$ cat src/rtl/fetch_pc_reg.sv
// Program-counter register and IF/ID pipeline latch for the fetch stage.
// Optional saturating performance counters are built when FETCH_PERF_CNT_EN is defined.
module fetch_pc_reg #(
    parameter int                 WIDTH    = 32,
    parameter logic [WIDTH-1:0]   RESET_PC = '0,
    parameter int                 PC_STEP  = 4
) (
    input  logic             clk,
    input  logic             rst,
    input  logic [WIDTH-1:0] next_pc,
    input  logic [WIDTH-1:0] instr_in,
    input  logic             stall,
    input  logic             flush,
    output logic [WIDTH-1:0] pc_out,
    output logic [WIDTH-1:0] npc_out,
    output logic [WIDTH-1:0] ifid_instr,
    output logic [WIDTH-1:0] ifid_npc,
    output logic             ifid_valid,
    output logic             fetch_fault
`ifdef FETCH_PERF_CNT_EN
    ,
    output logic [31:0]      perf_fetch_cnt,
    output logic [31:0]      perf_stall_cnt
`endif
);

    logic [WIDTH-1:0] pc;
    logic             pc_load;
    logic             misaligned;

    // Sequential address wraps modulo 2^WIDTH; no overflow flag exists.
    assign npc_out    = pc + WIDTH'(PC_STEP);
    assign pc_out     = pc;
    assign pc_load    = flush || !stall;
    assign misaligned = |next_pc[1:0];

    // NOTE: reset is synchronous, so it lives inside the clocked branch rather than the sensitivity list;
    // all state is assigned with <= so every register samples pre-edge values.
    always_ff @(posedge clk) begin
        if (rst) begin
            pc          <= RESET_PC;
            ifid_instr  <= '0;
            ifid_npc    <= '0;
            ifid_valid  <= 1'b0;
            fetch_fault <= 1'b0;
        end else if (flush) begin
            // Taken branch: redirect PC and squash the wrong-path instruction.
            pc          <= {next_pc[WIDTH-1:2], 2'b00};
            ifid_instr  <= '0;
            ifid_npc    <= '0;
            ifid_valid  <= 1'b0;
            fetch_fault <= misaligned;
        end else if (stall) begin
            fetch_fault <= 1'b0;
        end else begin
            pc          <= {next_pc[WIDTH-1:2], 2'b00};
            ifid_instr  <= instr_in;
            ifid_npc    <= npc_out;
            ifid_valid  <= 1'b1;
            fetch_fault <= misaligned;
        end
    end

`ifdef FETCH_PERF_CNT_EN
    logic fetch_event;
    logic stall_event;

    assign fetch_event = pc_load && !flush;
    assign stall_event = stall && !flush;

    always_ff @(posedge clk) begin
        if (rst) begin
            perf_fetch_cnt <= '0;
            perf_stall_cnt <= '0;
        end else begin
            if (fetch_event && (perf_fetch_cnt != 32'hFFFF_FFFF))
                perf_fetch_cnt <= perf_fetch_cnt + 32'd1;
            if (stall_event && (perf_stall_cnt != 32'hFFFF_FFFF))
                perf_stall_cnt <= perf_stall_cnt + 32'd1;
        end
    end
`endif

endmodule

$ cat config.mk
export PLATFORM = sky130hd
export DESIGN_NAME = fetch_pc_reg
export DESIGN_NICKNAME = d
export VERILOG_FILES = /design/src/rtl/fetch_pc_reg.sv
export SDC_FILE = /design/constraint.sdc
export NUM_CORES = 1
export LEC_CHECK = 0
export ABC_AREA = 1
export CORE_UTILIZATION = 45
export CTS_CLUSTER_SIZE = 28
export DETAILED_ROUTE_END_ITERATION = 8
export PLACE_DENSITY = 0.95
export REMOVE_ABC_BUFFERS = 1
export SYNTH_ARGS = -nofsm -noshare
export SYNTH_HDL_FRONTEND = slang
export SYNTH_SLANG_ARGS = --single-unit
$ cat constraint.sdc
create_clock -name clk -period 4.86 [get_ports clk]
set_clock_uncertainty 0.1 [all_clocks]
set_input_delay 0.972 -clock clk [delete_from_list [all_inputs] [get_ports clk]]
set_output_delay 0.972 -clock clk [all_outputs]
set_load 0.02 [all_outputs]
==> metrics.yaml <==
status: "finished, final reports clean"
yosysMostFrequentCell: "nand2_1"
core_region_area_um2: 9200
cts_made_buffers: 9
relSlewSlack: 0.275
synth-main-ff-cell: "dfxtp_1"
post_cts_buffers: 0
critPathRequiredTime_ns: 3.79
yosys_warnings: 0
critical_path_class: "reg -> out"
ir_drop_v: 0.000161
holdPathStages: 2
final.period_utilization: 0.728
drt-met1-wl_um: 5370
drtAntennaViolNets: 0
ys_ff_latch: 94
rsz0062_at_grt: "false"
placed_area_um2: 6200
met3WireLength_um: 843
min_path_type: "reg -> reg"
dp_slack_ns: 1.46
instances_no_fill: 924
die-width_um: 99.3
r2r-end: "ifid_npc[28]$_SDFFE_PP0N_"
core.rowCount: 35
setup.worst_path.end_class: "primary output"
cts-resized-gates: 0
tightest_slew_ns: 1.09
synth_top_area_share: 0.442
hold_start: "ifid_instr[17]$_SDFFE_PP0N_"
dr.pass1.iters: 5
synth_area_leaders: "dfxtp_1, nand2_1, nor2_1"
h-tree-depth: 3
routabilityCongestion: 0.809
p_per_area_nw_per_um2: 268
dieHeight_um: 99.3
fmax_mhz: 283
vias: 4521
critPathArrivalTime_ns: 2.47
route.detailed.drc: 0
maxSlewViolCount: 0
post-route-min-period_ns: 3.54
grt_pass1_wl_um: 20300
r2r_start: "pc_out[2]$_SDFFE_PP0P_"
r2r_slack_ns: 3.07
maxCapViolations: 0
setup_viol: 0
grt_pass1_vias: 4265
utilization: 0.695
setup_tns_ns: 0
clock_path_buffers: 2
netlist_instances: 631
synth.largest_area_cell: "dfxtp_1"
holdBufCountCts: 0
fin_ws_ns: 1.32
synth-edff-count: 0
met2_length_um: 5970
portBuffers: 191
r2r_cells: 10
synth.cells.most_frequent: "nand2_1, nor2_1, dfxtp_1, inv_1, a21oi_1"
num_antenna_cells: 0
hold_end: "ifid_instr[17]$_SDFFE_PP0N_"
clock_latency_ns: 0.37
ys_types: 28
clock-sinks: 94
dpl.cell_count: 908
routedWlPerCell_um: 13.5
ys_seq_area_frac: 0.442
grt_usage: 0.256
grt_max_degree: 60
area_growth_pct: 50.0
drt-total-wl_um: 12400
top_layer: "met4"
cts.clk_slew.worst_paths_ns: 0.11
final_area_um2: 6390
root_buffer: "clkbuf_8"
final_nets: 877
syn_area_um2: 4260
cts_tree: "yes"
fin_hold_ws_ns: 0.363
worstPathMaxFanout: 7
power.static_leakage_nw: 2.69
dieArea_um2: 9860
synthArstFlopShare: 0
drive_gt1_frac: 0.0529
power_mw: 1.71
overflow: 0
start_util: 0.463
ios: 198
worstSetupStartpointType: "flip-flop"
dp_hpwl_um: 9060
syn_area_per_cell_um2: 6.75
finalHoldViolations: 0
first_iter_violations: 173
vias_per_cell: 4.89
antenna_found_initial: 0
==> sequential cells by signal, summed over array words and instances, names as in the netlist <==
register,cells
ifid_npc,30
ifid_instr,32
pc_out,30
fetch_fault,1
ifid_valid,1
==> routing by layer <==
metal / track usage / vias to the layer above
li1: - / 2315
met1: 0.317 / 2010
met2: 0.446 / 178
met3: 0.0478 / 18
met4: 0.0905 / 0
met5: 0 / -
==> how the worst max path moves through the flow <==
stage / startpoint / endpoint / slack [ns] / cells after the start
after floorplan: stall / pc_out[10]$_SDFFE_PP0P_ / 1.53 / 5
after global placement: rst / ifid_npc[12]$_SDFFE_PP0N_ / 1.50 / 7
after detailed placement: rst / ifid_npc[10]$_SDFFE_PP0N_ / 1.46 / 7
after CTS: pc_out[2]$_SDFFE_PP0P_ / npc_out[18] / 1.30 / 8
after global routing: pc_out[2]$_SDFFE_PP0P_ / npc_out[18] / 1.13 / 8
final: pc_out[2]$_SDFFE_PP0P_ / npc_out[18] / 1.32 / 8
==> final cells by class <==
type | count | area (µm²)
repair buffers | 195 | 1940
multi-input cells | 448 | 2020
inverters | 60 | 225
well taps | 111 | 139
flip-flops and latches | 94 | 1880
clock buffers | 9 | 124
clock inverters | 7 | 62.6
fillers | 770 | 2810
==> report_power, final <==
| group | internal (mW) | leakage [nW] | total [mW] | switching (mW) |
|---|---|---|---|---|
| combinational | 0.174 | 1.83 | 0.365 | 0.191 |
| sequential | 0.807 | 0.772 | 0.840 | 0.0339 |
| clock | 0.198 | 0.0931 | 0.509 | 0.311 |
==> worst max-delay path, stage by stage, from the launching register on <==
cell             delay [ns]
dfxtp_1                0.41
ha_1                   0.24
nand2_1                0.08
nor2_2                 0.12
nand2_2                0.18
nor2_4                 0.21
nand2_1                0.06
nand2_1                0.15
clkdlybuf4s50_1        0.64
==> cell usage in the layout, fill, tap and decap left out, drive strengths merged, types with 9 or more instances in the layout <==
master,instances
nand2,195
clkdlybuf4s50,190
nor2,120
dfxtp,94
inv,64
a21oi,42
nand3,26
o21ai,23
a211oi,22
clkbuf,9
==> logic make-up after synthesis <==
family	after synthesis	synth area share
xor gates and xnor gates	7	0.0144
DFF	94	0.442
other	1	0.000880
adders and majority gates	1	0.00294
AOI/OAI and AO/OA	87	0.115
buffers and inverters	94	0.0899
and+or+nand+nor	347	0.335
Power figures use the tool's default switching activity.
